<file path="src/rtl/lcd_hd44780_rx.sv">
// HD44780-compatible LCD controller model seen from the bus side: decodes host
// E-strobe transactions into instruction/data accesses on DDRAM and CGRAM.
module lcd_hd44780_rx #(
    parameter int CMD_CYCLES   = 1850,
    parameter int CLEAR_CYCLES = 76500
) (
    input  logic       clk,
    input  logic       rst_n,
    input  logic       lcd_e,
    input  logic       lcd_rs,
    input  logic       lcd_rw,
    input  logic [7:0] lcd_data_in,
    output logic [7:0] lcd_data_out,
    output logic       lcd_data_oe,
    input  logic       disp_row,
    input  logic [3:0] disp_col,
    output logic [7:0] disp_char,
    output logic       busy,
    output logic [6:0] ac,
    output logic       disp_on,
    output logic       cursor_on,
    output logic       blink_on,
    output logic       entry_inc,
    output logic       entry_shift,
    output logic       func_dl,
    output logic       func_n,
    output logic       func_f,
    output logic [5:0] disp_shift,
    output logic       cmd_err
);

    localparam int MAXC = (CLEAR_CYCLES > CMD_CYCLES) ? CLEAR_CYCLES : CMD_CYCLES;
    localparam int CW   = $clog2(MAXC + 1);
    localparam logic [CW-1:0] CMD_LOAD = CW'(CMD_CYCLES - 1);
    localparam logic [CW-1:0] CLR_LOAD = CW'(CLEAR_CYCLES - 1);

    logic [10:0] syncA_q, syncB_q;
    logic        ePrev_q;
    logic        eS, rsS, rwS, eFall;
    logic [7:0]  datS;

    logic          busy_q, busy_d;
    logic [CW-1:0] cnt_q, cnt_d;
    logic [6:0]    ac_q, ac_d;
    logic [5:0]    cg_q, cg_d;
    logic          cgMode_q, cgMode_d;
    logic          fill_q, fill_d;
    logic [4:0]    fillIdx_q, fillIdx_d;
    logic          dispOn_q, dispOn_d, cursorOn_q, cursorOn_d, blinkOn_q, blinkOn_d;
    logic          entryInc_q, entryInc_d, entryShift_q, entryShift_d;
    logic          funcDl_q, funcDl_d, funcN_q, funcN_d, funcF_q, funcF_d;
    logic [5:0]    shift_q, shift_d;
    logic          cmdErr_q, cmdErr_d;
    logic [7:0]    dispChar_q;

    logic [7:0] ddram [32];
    logic [7:0] cgram [64];
    logic       ddWe, cgWe, stepEn, stepUp;
    logic [4:0] ddIdx;
    logic [7:0] ddWdata, rdData;

    assign {eS, rsS, rwS, datS} = syncB_q;
    assign eFall = ePrev_q & ~eS;

    function automatic logic [6:0] ddStep(input logic [6:0] a, input logic up);
        if (up) begin
            if (a == 7'h27) return 7'h40;
            if (a == 7'h67) return 7'h00;
            return a + 7'd1;
        end
        if (a == 7'h00) return 7'h67;
        if (a == 7'h40) return 7'h27;
        return a - 7'd1;
    endfunction

    function automatic logic [5:0] shiftStep(input logic [5:0] s, input logic up);
        if (up) return (s == 6'd39) ? 6'd0 : s + 6'd1;
        return (s == 6'd0) ? 6'd39 : s - 6'd1;
    endfunction

    always_ff @(posedge clk or negedge rst_n) begin
        if (!rst_n) begin
            syncA_q <= '0;
            syncB_q <= '0;
            ePrev_q <= 1'b0;
        end else begin
            syncA_q <= {lcd_e, lcd_rs, lcd_rw, lcd_data_in};
            syncB_q <= syncA_q;
            ePrev_q <= eS;
        end
    end

    always_comb begin
        busy_d       = busy_q;
        cnt_d        = cnt_q;
        ac_d         = ac_q;
        cg_d         = cg_q;
        cgMode_d     = cgMode_q;
        fill_d       = fill_q;
        fillIdx_d    = fillIdx_q;
        dispOn_d     = dispOn_q;
        cursorOn_d   = cursorOn_q;
        blinkOn_d    = blinkOn_q;
        entryInc_d   = entryInc_q;
        entryShift_d = entryShift_q;
        funcDl_d     = funcDl_q;
        funcN_d      = funcN_q;
        funcF_d      = funcF_q;
        shift_d      = shift_q;
        cmdErr_d     = 1'b0;
        ddWe         = 1'b0;
        ddIdx        = {ac_q[6], ac_q[3:0]};
        ddWdata      = datS;
        cgWe         = 1'b0;
        stepEn       = 1'b0;
        stepUp       = entryInc_q;

        if (fill_q) begin
            ddWe      = 1'b1;
            ddIdx     = fillIdx_q;
            ddWdata   = 8'h20;
            fillIdx_d = fillIdx_q + 5'd1;
            if (fillIdx_q == 5'd31) fill_d = 1'b0;
        end

        if (busy_q) begin
            if (cnt_q == '0) busy_d = 1'b0;
            else             cnt_d  = cnt_q - CW'(1);
        end

        // Status reads are always served and never touch state.
        if (eFall && !(rwS && !rsS)) begin
            if (busy_q) begin
                cmdErr_d = 1'b1;
            end else if (rsS) begin
                busy_d = 1'b1;
                cnt_d  = CMD_LOAD;
                stepEn = 1'b1;
                if (!rwS) begin
                    if (cgMode_q) cgWe = 1'b1;
                    else begin
                        ddWe = (ac_q[5:4] == 2'b00);
                        if (entryShift_q) shift_d = shiftStep(shift_q, entryInc_q);
                    end
                end
            end else begin
                busy_d = 1'b1;
                cnt_d  = CMD_LOAD;
                if (datS[7]) begin
                    if (datS[5:0] >= 6'h28) begin
                        cmdErr_d = 1'b1;
                        busy_d   = 1'b0;
                        cnt_d    = cnt_q;
                    end else begin
                        cgMode_d = 1'b0;
                        ac_d     = datS[6:0];
                    end
                end else if (datS[6]) begin
                    cgMode_d = 1'b1;
                    cg_d     = datS[5:0];
                end else if (datS[5]) begin
                    funcDl_d = datS[4];
                    funcN_d  = datS[3];
                    funcF_d  = datS[2];
                    cmdErr_d = ~datS[4];
                end else if (datS[4]) begin
                    if (datS[3]) shift_d = shiftStep(shift_q, datS[2]);
                    else begin
                        stepEn = 1'b1;
                        stepUp = datS[2];
                    end
                end else if (datS[3]) begin
                    dispOn_d   = datS[2];
                    cursorOn_d = datS[1];
                    blinkOn_d  = datS[0];
                end else if (datS[2]) begin
                    entryInc_d   = datS[1];
                    entryShift_d = datS[0];
                end else if (datS[1]) begin
                    ac_d     = 7'h00;
                    cgMode_d = 1'b0;
                    shift_d  = 6'd0;
                    cnt_d    = CLR_LOAD;
                end else if (datS[0]) begin
                    fill_d     = 1'b1;
                    fillIdx_d  = 5'd0;
                    ac_d       = 7'h00;
                    cgMode_d   = 1'b0;
                    entryInc_d = 1'b1;
                    shift_d    = 6'd0;
                    cnt_d      = CLR_LOAD;
                end else begin
                    cmdErr_d = 1'b1;
                    busy_d   = 1'b0;
                    cnt_d    = cnt_q;
                end
            end
        end

        if (stepEn) begin
            if (cgMode_q) cg_d = stepUp ? cg_q + 6'd1 : cg_q - 6'd1;
            else          ac_d = ddStep(ac_q, stepUp);
        end
    end

    // Reset leaves busy high with the clear fill pending, as after power-up.
    always_ff @(posedge clk or negedge rst_n) begin
        if (!rst_n) begin
            busy_q       <= 1'b1;
            cnt_q        <= CLR_LOAD;
            ac_q         <= 7'h00;
            cg_q         <= 6'd0;
            cgMode_q     <= 1'b0;
            fill_q       <= 1'b1;
            fillIdx_q    <= 5'd0;
            dispOn_q     <= 1'b0;
            cursorOn_q   <= 1'b0;
            blinkOn_q    <= 1'b0;
            entryInc_q   <= 1'b1;
            entryShift_q <= 1'b0;
            funcDl_q     <= 1'b1;
            funcN_q      <= 1'b0;
            funcF_q      <= 1'b0;
            shift_q      <= 6'd0;
            cmdErr_q     <= 1'b0;
            dispChar_q   <= 8'h00;
        end else begin
            busy_q       <= busy_d;
            cnt_q        <= cnt_d;
            ac_q         <= ac_d;
            cg_q         <= cg_d;
            cgMode_q     <= cgMode_d;
            fill_q       <= fill_d;
            fillIdx_q    <= fillIdx_d;
            dispOn_q     <= dispOn_d;
            cursorOn_q   <= cursorOn_d;
            blinkOn_q    <= blinkOn_d;
            entryInc_q   <= entryInc_d;
            entryShift_q <= entryShift_d;
            funcDl_q     <= funcDl_d;
            funcN_q      <= funcN_d;
            funcF_q      <= funcF_d;
            shift_q      <= shift_d;
            cmdErr_q     <= cmdErr_d;
            dispChar_q   <= ddram[{disp_row, disp_col}];
        end
    end

    always_ff @(posedge clk) begin
        if (ddWe) ddram[ddIdx] <= ddWdata;
        if (cgWe) cgram[cg_q] <= datS;
    end

    // Unstored DDRAM columns 16-39 read back as blanks.
    assign rdData = cgMode_q ? cgram[cg_q]
                  : ((ac_q[5:4] == 2'b00) ? ddram[{ac_q[6], ac_q[3:0]}] : 8'h20);

    assign ac           = cgMode_q ? {1'b0, cg_q} : ac_q;
    assign lcd_data_oe  = eS & rwS;
    assign lcd_data_out = lcd_data_oe ? (rsS ? rdData : {busy_q, ac}) : 8'h00;
    assign disp_char    = dispChar_q;
    assign busy         = busy_q;
    assign disp_on      = dispOn_q;
    assign cursor_on    = cursorOn_q;
    assign blink_on     = blinkOn_q;
    assign entry_inc    = entryInc_q;
    assign entry_shift  = entryShift_q;
    assign func_dl      = funcDl_q;
    assign func_n       = funcN_q;
    assign func_f       = funcF_q;
    assign disp_shift   = shift_q;
    assign cmd_err      = cmdErr_q;

endmodule
</file>
<file path="config.mk">
export PLATFORM = sky130hd
export DESIGN_NAME = lcd_hd44780_rx
export DESIGN_NICKNAME = d
export VERILOG_FILES = /design/src/rtl/lcd_hd44780_rx.sv
export SDC_FILE = /design/constraint.sdc
export NUM_CORES = 1
export LEC_CHECK = 0
export ABC_AREA = 1
export CAP_MARGIN = 20
export CORE_MARGIN = 2
export CORE_UTILIZATION = 45
export DETAILED_ROUTE_END_ITERATION = 10
export SKIP_LAST_GASP = 1
export SLEW_MARGIN = 40
export SYNTH_ARGS = -nofsm -noshare
export SYNTH_HDL_FRONTEND = slang
export SYNTH_SLANG_ARGS = --single-unit
</file>
<file path="constraint.sdc">
create_clock -name clk -period 4.1 [get_ports clk]
set_clock_uncertainty 0.1 [all_clocks]
set_input_delay 0.615 -clock clk [delete_from_list [all_inputs] [get_ports clk]]
set_output_delay 0.615 -clock clk [all_outputs]
set_load 0.03 [all_outputs]
</file>
## Yosys cells after proc, flatten, opt, wreduce, memory -nomap -nowiden

Memories as Yosys holds them, arrays and structs flattened. A register that Yosys moved wholly into a read port is not among the register bits.
Index checks and enable logic that the tools add are counted.

| storage, ports and cells | value |
|---|---|
| register bits | 76 |
| bits in latches | 0 |
| bits in writable memories | 768 |
| memory bits (read-only) | 0 |
| input port bits | 18 |
| output and inout bits | 40 |
| memories kept | 2 |

Memory list:

| memory | depth | width | rd ports | clocked after memory_dff | write ports | RTL line | source |
|---|---|---|---|---|---|---|---|
| cgram | 64 | 8 | 1 | 0 | 1 | 57 | `logic [7:0] cgram [64];` |
| ddram | 32 | 8 | 2 | 1 | 1 | 56 | `logic [7:0] ddram [32];` |

| operators by class | value |
|---|---|
| add/subtract/negate cells | 8 |
| $mul | 0 |
| divide/modulo/power cells | 0 |
| $lt $le $gt $ge | 1 |
| equal/unequal tests | 22 |
| shifts and indexed selects | 0 |
| muxes and demuxes | 203 |
| bitwise gates (word level) | 10 |
| reduce and logical (&&, ||, !) cells | 19 |

Operators with widths:

| kind | count |
|---|---|
| 17-bit 2-to-1 mux | 14 |
| 7-bit 2-to-1 mux | 25 |
| 6-bit 2-to-1 mux | 27 |
| 1-bit 2-to-1 mux | 119 |
| 5-bit 2-to-1 mux | 13 |
| 8-bit 2-to-1 mux | 5 |
| 3-bit by 1-bit != test with 1-bit output (second input constant) | 6 |
| 9-bit AND reduction | 2 |
| 17-bit logical NOT | 1 |
| 17-bit by 1-bit subtractor with 17-bit output (second input constant) | 1 |
| 7-bit == test (second input constant) | 2 |
| 6-bit by 1-bit adder with 6-bit output (second input constant) | 2 |
| 12-bit AND reduction | 1 |
| 6-bit by 1-bit subtractor with 6-bit output (second input constant) | 2 |
| 11-bit != test (second input constant) | 1 |
| 2-bit by 1-bit != test with 1-bit output (second input constant) | 5 |
| 10-bit AND reduction | 1 |
| 1-bit NOT | 8 |
| 8-bit AND reduction | 1 |
| 4-bit nonzero test | 2 |
| 7-bit by 1-bit adder with 7-bit output (second input constant) | 1 |
| 7-bit by 6-bit == test with 1-bit output (second input constant) | 1 |
| 7-bit logical NOT | 1 |
| 7-bit by 1-bit subtractor with 7-bit output (second input constant) | 1 |
| 15 further kinds | 21 |

## Longest topological paths before layout

Gate-level depths: netlist of run 1.

| depth | value |
|---|---|
| word-level depth | 25 |
| gate-level depth with buffers | 17 |

## Worst setup path after synthesis of run 1

No wires, ideal clock.

| timing | value |
|---|---|
| path type | register to register |
| start point | reg syncB_q[7] |
| end point | reg cg_q[5] |
| setup time | 0.119 ns |
| data arrival time | 3.077 ns |
| slack | 0.804 ns |
| stages on the path, launching flop included | 17 |
| path buffers | 2 |
| clock period less this slack | 3.296 ns |
| cell sequence | dfrtp_1 buf_2 nor2_2 nand2_1 nor2_1 nand2_1 o21ai_0 nand2_1 buf_2 ha_1 a21oi_1 nand2_1 nand2_1 nand2_1 a21oi_1 a21oi_1 o21a_1 |

| on the way | value |
|---|---|
| word-level cells in the longest chain between the ends | 7 |
| elaborated cells on any way between the ends | 15 |
| classes of those cells | mux: 15 |

Ends and longest elaborated chain:

| what | RTL line | source |
|---|---|---|
| start, declared | 37 | `logic [10:0] syncA_q, syncB_q;` |
| start signal, assigned | 88 | `syncB_q <= syncA_q;` |
| 1-bit 2-to-1 mux | 149 | `if (datS[7]) begin` |
| 1-bit 2-to-1 mux | 135 | `end else if (rsS) begin` |
| 1-bit 2-to-1 mux | 133 | `if (busy_q) begin` |
| 1-bit 2-to-1 mux | 132 | `if (eFall && !(rwS && !rsS)) begin` |
| 6-bit 2-to-1 mux (2 in series) | 201 | `if (cgMode_q) cg_d = stepUp ? cg_q + 6'd1 : cg_q - 6'd1;` |
| 6-bit 2-to-1 mux (*) | 200 | `if (stepEn) begin` |
| named net cg_d[5] | 45 | `logic [5:0] cg_q, cg_d;` |
| end signal, assigned | 231 | `cg_q <= cg_d;` |
| end, declared | 45 |  |

The timed path passes the listed nets; every way through them passes the cells marked *.
A chain may end at the register's enable or synchronous reset.

## Final worst setup path of run 1

| timing | value |
|---|---|
| start point | reg cg_q[0] |
| end point | out lcd_data_out[6] |

| on the way | value |
|---|---|
| word-level cells in the longest chain between the ends | 4 |

Ends and longest elaborated chain:

| what | RTL line | source |
|---|---|---|
| memory read 64 x 8 bit | - |  |
| 8-bit 2-to-1 mux | 255 | `assign rdData = cgMode_q ? cgram[cg_q]` |
| 8-bit 2-to-1 mux (2 in series) | 260 | `assign lcd_data_out = lcd_data_oe ? (rsS ? rdData : {busy_q, ac}) : 8'h00;` |
| end, declared | 13 | `output logic [7:0] lcd_data_out,` |

Every way passes these cells.

==> results of run 1 <==
==> cells by family (layout without fill, tap and decap cells) <==
group | after synthesis | after routing | share of synthesized area [%]
flops | 852 | 852 | 65.3
simple gates | 1632 | 1632 | 17.3
mux | 3 | 3 | 0.0778
buf+inv | 519 | 713 | 5.26
xor+xnor | 14 | 14 | 0.318
compound gates | 767 | 767 | 11.3
fa+ha+maj | 13 | 13 | 0.441
==> metal layers <==
layer | wire (um) | vias up
met5 | 0 | -
met4 | 3490 | 0
met3 | 8820 | 189
met2 | 51400 | 1187
met1 | 48400 | 13700
li1 | - | 13300
==> path summary, 6_finish.rpt <==
kind	startpoint	end	slack, ns	depth (start not counted)
min in group asynchronous	rst_n	syncA_q[10]	0.43	2
worst min register to register	syncA_q[9]	syncB_q[9]	0.25	0
worst max-delay path	cg_q[0]	lcd_data_out[6]	-0.01	12
worst max register to register	cgMode_q	ddram[11][0]	0.60	6
worst min-delay path	syncA_q[9]	syncB_q[9]	0.25	0
max in group asynchronous	rst_n	busy	2.68	3
==> stage by stage <==
stage          area [um2]  setup TNS, ns
2_1_floorplan       38600              0
3_3_place_gp        41300              0
3_5_place_dp        41300              0
4_1_cts             44300              0
5_1_grt             44400        -0.0781
6_report            44400        -0.0141
==> worst reg2reg max path: stages, from the launching register on <==
cell	delay [ns]
dfrtp_1	0.59
nor3_1	0.56
a21oi_1	0.13
a31oi_1	0.60
nand3_1	0.65
nor2_1	0.34
buf_4	0.23
==> sequential cells by signal (all words and copies together) (netlist names), 5 cells and up <==
register    flops
disp_shift      6
ac_q            7
cnt_q          17
syncB_q        11
cgram         512
fillIdx_q       5
disp_char       8
ddram         256
cg_q            6
syncA_q        11
==> power groups by stage <==
stage	Clock, uW	Sequential, uW	Combinational, uW
floorplan	0	10100	5250
global placement	0	10200	8490
detailed placement	0	10200	8520
CTS	8320	10000	8570
global route	8670	10000	9530
finish	8230	10000	8690
==> cells in the final DEF (no fill, tap or decap), types with 5 or more instances in the layout <==
| cell | synthesis | routed |
|---|---|---|
| dfrtp_2 | 0 | 9 |
| buf_6 | 0 | 12 |
| xor2_1 | 11 | 11 |
| dfrtp_1 | 71 | 60 |
| nor2_1 | 592 | 576 |
| o21ai_0 | 431 | 421 |
| nand4_1 | 18 | 18 |
| o21ai_1 | 18 | 25 |
| edfxtp_1 | 768 | 768 |
| clkinv_1 | 11 | 32 |
| nand2_2 | 2 | 5 |
| nor2_2 | 2 | 15 |
| dfstp_2 | 13 | 13 |
| inv_6 | 0 | 5 |
| buf_4 | 2 | 145 |
| a21oi_1 | 107 | 105 |
| buf_12 | 0 | 21 |
| o211ai_1 | 139 | 139 |
| inv_2 | 6 | 7 |
| ha_1 | 12 | 12 |
| o221ai_1 | 24 | 24 |
| bufinv_16 | 0 | 8 |
| clkbuf_16 | 0 | 95 |
| nor3_1 | 20 | 20 |
| o22ai_1 | 14 | 14 |
| clkdlybuf4s50_1 | 0 | 45 |
| clkbuf_1 | 133 | 24 |
| clkinv_2 | 0 | 16 |
| inv_1 | 299 | 296 |
| a31oi_1 | 14 | 14 |
| nand2_1 | 713 | 710 |
| nand3_1 | 214 | 214 |
| or2_2 | 64 | 64 |
==> area by class of cell <==
class                           instances  area share (%)
Sequential cell                       852            56.8
Multi-Input combinational cell       2429            25.8
Clock buffer                          119            5.56
Timing Repair Buffer                  225            4.80
Tap cell                             1144            3.22
Inverter                              316            2.68
Clock inverter                         53            1.15
==> what timing repair did <==
item	in CTS	in global routing
endpoints found under the setup margin	4	6
buffers inserted	1	0
resized for setup	5	14
hold endpoints to repair	56	0
hold buffers	1	0
==> metrics.md, run 1 <==
| Metric | Value |
|---|---|
| Status | finished, violations left |
| Failing checks | setup timing |
| Rel. slew slack | 39.6% |
| Power, Total | 26900 uW |
| Worst path cell trace | inv_4 -> buf_12 -> buf_12 -> o21ai_0 -> nand2_1 -> nor2_1 -> nor2_1 -> nor2_1 -> nand3_1 -> nand3_1 -> a21oi_1 -> buf_4 |
| Pre-CTS setup slack | 0.492 ns |
| Met3 usage | 4.24% |
| Post-synthesis net count | 3831 |
| Area growth, synth to finish | 15.1% |
| Post-synth top area cell | edfxtp_1 |
| Max clock buf depth | 3 |
| Pin count of the biggest net entering global routing | 114 |
| Port Buffers | 57 |
| Clock power share | 30.5% |
| Post-synth EDFFs | 768 |
| Clock tree from TritonCTS | built |
| Tightest Pin Transition | 0.896 ns |
| Max-slew violation count | 0 |
| CP Max Fanout | 26 |
| Primary FF master, synth | edfxtp_1 |
| Row cnt | 107 |
| Initial Util | 45.4% |
| Total Wirelength | 112000 um |
| Antenna diodes | 0 |
| Sw Ratio | 36.6% |
| Placed cells | 4964 |
| Cell with the most instances after synthesis | edfxtp_1 |
| Sequential power share | 37.2% |
| Tot GR Track Use | 25.3% |
| Most frequent cell on the critical path | nor2_1 |
| Layout Nets | 3949 |
| Hold_ws | 0.248 ns |
| Post-layout util | 52.2% |
| Grt peak-use layer | met2 |
| Final Cycle Share | 100% |
| Root Buffer | clkbuf_16 |
| Dpl hpwl | 69800 um |
| Cell leakage power | 0.0167 uW |
| Average wire per standard cell | 21.8 um |
| Crit start category | flip-flop |
| Top Family by Delay on Critical Path | simple AND/OR/NAND/NOR gates |
| RSZ-0062 raised after global routing | true |
| Final Critical Period | 4.11 ns |
| Die width | 297 um |
| Min-delay worst type | reg -> reg |
| Final Hold Fails | 0 |
| Die area | 88100 um2 |
| Register area share after synthesis | 65.3% |
| Met2 Use GR | 39.5% |
| List of most frequent post-synthesis cells | edfxtp_1 (768), nand2_1 (713), nor2_1 (592) |
| Most area-consuming cells after synthesis | edfxtp_1 (60%), nand2_1 (6.9%), nor2_1 (5.8%), o21ai_0 (5.6%), dfrtp_1 (4.6%) |
| CP required | 3.38 ns |
| Via count | 28400 |
| Crit path kind | reg -> out |
| Die height | 297 um |
| VDD IR max | 0.344 mV |
| Vias per cell | 5.53 |
| Routing usage on met1 | 36.3% |
| Ratio of cells with drive above 1 in the final layout | 10.9% |
| Io pins | 58 |
| Bufs and invs on worst path | 4 |
| Multi-input gate area | 11500 um2 |
| Non-Filler Instances | 5138 |
| DRC viols | 0 |
| Seq cells post-synth | 852 |
| Antenna violations before repair | 0 |
| Register Area | 25200 um2 |
| Switching Power | 9870 uW |
| Num CTS Buffers | 94 |
| Fmax achieved | 0.243 GHz |
| Arr. time, crit path | 3.40 ns |
| RD Place Congestion | 0.891 |
| Final WS setup | -0.0141 ns |
| Cell Pwr Density | 607 nW/um2 |
| Critical Path Max Stage Delay | 0.59 ns |
| Share of the synthesized area in the top cell type | 59.8% |
| Iter 0 DRT Violations | 2997 |
| Setup-failing EPs final | 1 |
| Synth Area per Inst | 10.2 um2 |
| Post-synth ARST share | 9.86% |
| Combinational power share | 32.3% |
| H-tree depth reported by CTS | 3 |
| CP Capture Type | output pin |
| Synth warn | 0 |
| Cell-internal power | 17100 uW |
| Gate Count Post-Synth | 3800 |
| Max Cap Viol | 0 |
| Crit path max-delay cell type | dfrtp_4 |
| Fillers | 7553 |
| Pre-antenna DRT Iters | 6 |
| Core box area | 85000 um2 |
| Latest clock arrival within the worst-skew pair | 0.66 ns |
| Yosys cell types | 45 |
| Mapped Area | 38600 um2 |
| GRT overflow | 0 |
| Vias in the first global route | 27500 |
| Post-DRT Antenna Nets | 0 |
| Clock Pin Slew Worst Setup and Hold Paths | 0.06 ns |
| First-pass GRT wire length | 171000 um |
| Clock sink count | 852 |
Note: power is estimated with default switching activity, not from simulation.
==> inputs of run 2 (changes only) <==
--- a/config.mk
+++ b/config.mk
@@ -7,6 +7,7 @@
 export LEC_CHECK = 0
 export ABC_AREA = 1
 export CAP_MARGIN = 20
+export CORE_ASPECT_RATIO = 0.5
 export CORE_MARGIN = 2
 export CORE_UTILIZATION = 45
 export DETAILED_ROUTE_END_ITERATION = 10
==> metrics.md, run 2 (synthesis results as in run 1) <==
| Metric | Value |
|---|---|
| GRT overflow | 0 (unchanged) |
| Average wire per standard cell | 22.0 um (+0.80%) |
| Port Buffers | 57 (unchanged) |
| Register with the most flip-flops | cgram |
| Final Hold Fails | 0 (unchanged) |
| Hold_ws | 0.249 ns (+0.000926 ns) |
| Cell-internal power | 16800 uW (-1.5%) |
| Cell Pwr Density | 601 nW/um2 (-0.92%) |
| Final WS setup | 0.0559 ns (+0.0700 ns) |
| Core box area | 84400 um2 (-0.77%) |
| Antenna diodes | 0 (unchanged) |
| Die height | 211 um (-29%) |
| WHS Endpoint | syncB_q[10] |
| Grt peak-use layer | met2 |
| Combinational power share | 33.0% (+0.7 points) |
| Clock Pin Slew Worst Setup and Hold Paths | 0.07 ns (about the same) |
| Largest register FFs | 512 (unchanged) |
| Status | finished clean |
| Die area | 88200 um2 (+0.16%) |
| Io pins | 58 (unchanged) |
| Switching Power | 9870 uW (about the same) |
| Crit start category | flip-flop |
| Clock tree from TritonCTS | built |
| Register Area | 25200 um2 (about the same) |
| Critical Path Max Stage Delay | 0.61 ns (+0.02 ns) |
| Hold path cells | 0 (unchanged) |
| Post-DRT Antenna Nets | 0 (unchanged) |
| Pre-antenna DRT Iters | 8 (+2) |
| Routing usage on met1 | 36.4% (+0.17 points) |
| Met3 usage | 3.75% (-0.50 points) |
| Commonest cells after routing, fill and taps aside | edfxtp_1 (768), nand2_1 (709), nor2_1 (579), o21ai_0 (424), inv_1 (295) |
| Reg2Reg Setup Slack | 0.52 ns (-0.08 ns) |
| Vias in the first global route | 27100 (-1.2%) |
| Pre-CTS setup slack | 0.190 ns (-0.301 ns) |
| Dpl hpwl | 70100 um (+0.48%) |
| Clock power share | 29.2% (-1.3 points) |
| Sw Ratio | 37.0% (+0.36 points) |
| Final Critical Period | 4.04 ns (-0.0700 ns) |
| Latest clock arrival within the worst-skew pair | 0.67 ns (about the same) |
| CP Max Fanout | 57 (+120%) |
| Fillers | 7329 (-3.0%) |
| Multi-input gate area | 11500 um2 (+0.19%) |
| Crit path max-delay cell type | dfrtp_4 |
| First-pass GRT wire length | 169000 um (-1.3%) |
| Sequential power share | 37.8% (+0.6 points) |
| Num CTS Buffers | 78 (-17%) |
| VDD IR max | 0.386 mV (+12%) |
| Met2 Use GR | 40.0% (+0.48 points) |
| Row cnt | 75 (-30%) |
| Antenna violations before repair | 0 (unchanged) |
| DRC viols | 0 (unchanged) |
| Cell leakage power | 0.0168 uW (+0.50%) |
| H-tree depth reported by CTS | 3 (unchanged) |
| Total Wirelength | 113000 um (+0.47%) |
| Crit path kind | reg -> out |
| Worst path cell trace | buf_16 -> buf_4 -> or2_2 -> o211ai_1 -> nand2_1 -> o21ai_4 -> nand2_1 -> nor2_1 -> nand3_2 -> nand2_2 -> a21oi_1 -> buf_4 |
| Commonest non-fill, non-tap cell in the layout | edfxtp_1 |
| Tot GR Track Use | 25.4% (+0.10 points) |
| Area growth, synth to finish | 15.0% (about the same) |
| CP required | 3.38 ns (about the same) |
| CP Capture Type | output pin |
| RSZ-0062 raised after global routing | true |
| Fmax achieved | 0.247 GHz (+1.7%) |
| Final Cycle Share | 98.6% (-1.7 points) |
| Via count | 28900 (+1.6%) |
| Arr. time, crit path | 3.33 ns (-0.07 ns) |
| Tightest Pin Transition | 0.913 ns (+0.0164 ns) |
| Vias per cell | 5.63 (+1.9%) |
| R2R cell count | 6 (unchanged) |
| RD Place Congestion | 0.908 (+1.9%) |
| Max Cap Viol | 0 (unchanged) |
| Top Registers | cgram: 512 flops, ddram: 256 flops, cnt_q: 17 flops |
| Layout Nets | 3975 (+0.66%) |
| Max-slew violation count | 0 (unchanged) |
| Pin count of the biggest net entering global routing | 88 (-23%) |
| Root Buffer | clkbuf_16 |
| Die width | 418 um (+41%) |
| Max clock buf depth | 3 (unchanged) |
| Clock sink count | 852 (unchanged) |
| Setup-failing EPs final | 0 (-1) |
| Min-delay worst type | reg -> reg |
| Ratio of cells with drive above 1 in the final layout | 11.9% (+0.97 points) |
| Iter 0 DRT Violations | 3176 (+6.0%) |
| Rel. slew slack | 38.5% (-1.1 points) |
| Initial Util | 45.7% (+0.35 points) |
| RR Endpoint | ddram[1][1] |
| Hold Crit Start | syncA_q[10] |
| Launch point of the worst reg-to-reg path | syncB_q[9] |
[run 2: power groups by stage]
stage | Clock, uW | Sequential [uW] | Combinational (uW)
6_report | 7780 | 10100 | 8800
5_1_grt | 8190 | 10100 | 9550
4_1_cts | 7880 | 10100 | 8610
3_5_place_dp | 0 | 10300 | 8420
3_3_place_gp | 0 | 10300 | 8370
2_1_floorplan | 0 | 10100 | 5250
[run 2: per-layer routing]
metal	routed length, um	vias to the layer above	part of all wire, %
li1	-	13400	-
met5	0	-	0
met4	3370	0	3.0
met2	51900	1300	46
met1	48700	14000	43
met3	8680	219	7.7
[run 2: worst max-delay path by stage]
stage / start / endpoint / slack, ns / cells after the start
floorplan: syncB_q[7] / cg_q[5] / 0.80 / 16
global placement: cg_q[0] / lcd_data_out[5] / 0.19 / 11
detailed placement: cg_q[0] / lcd_data_out[5] / 0.19 / 11
CTS: cg_q[0] / lcd_data_out[5] / -0.01 / 12
global route: cg_q[0] / lcd_data_out[5] / -0.07 / 12
finish: cg_q[0] / lcd_data_out[5] / 0.06 / 12
[run 2: per-stage QoR]
stage,cell area [um2],cells,util (%),total power (uW),setup TNS (ns)
6_report,44400,5121,52.6,26700,0
2_1_floorplan,38600,3800,-,15400,0
5_1_grt,44400,5121,52.6,27900,-0.111
3_3_place_gp,41400,4967,49.1,18600,0
4_1_cts,44200,5114,52.4,26600,-0.0123
3_5_place_dp,41400,4967,49.1,18700,0
[run 2: final cells by class]
class | instances | area share, %
inverters | 316 | 2.72
clock inverters | 46 | 1.24
multi-input cells | 2430 | 25.9
flip-flops and latches | 852 | 56.8
repair buffers | 266 | 5.41
well taps | 1116 | 3.15
clock buffers | 95 | 4.79
[run 2: timing repair]
item	CTS	global route
pin swaps	1	3
hold buffers	1	0
buffers inserted	3	4
gates cloned	2	0
endpoints found under the setup margin	8	8
hold endpoints to repair	45	0
gates resized for setup	19	14
[run 2: worst max-delay path: cells and delay by family (launching register included)]
family / cells / cell delay [ns]
AO/OA/AOI/OAI: 3 / 0.36
AND/OR/NAND/NOR: 6 / 0.99
buffers and inverters: 3 / 0.66
flip-flops: 1 / 0.61
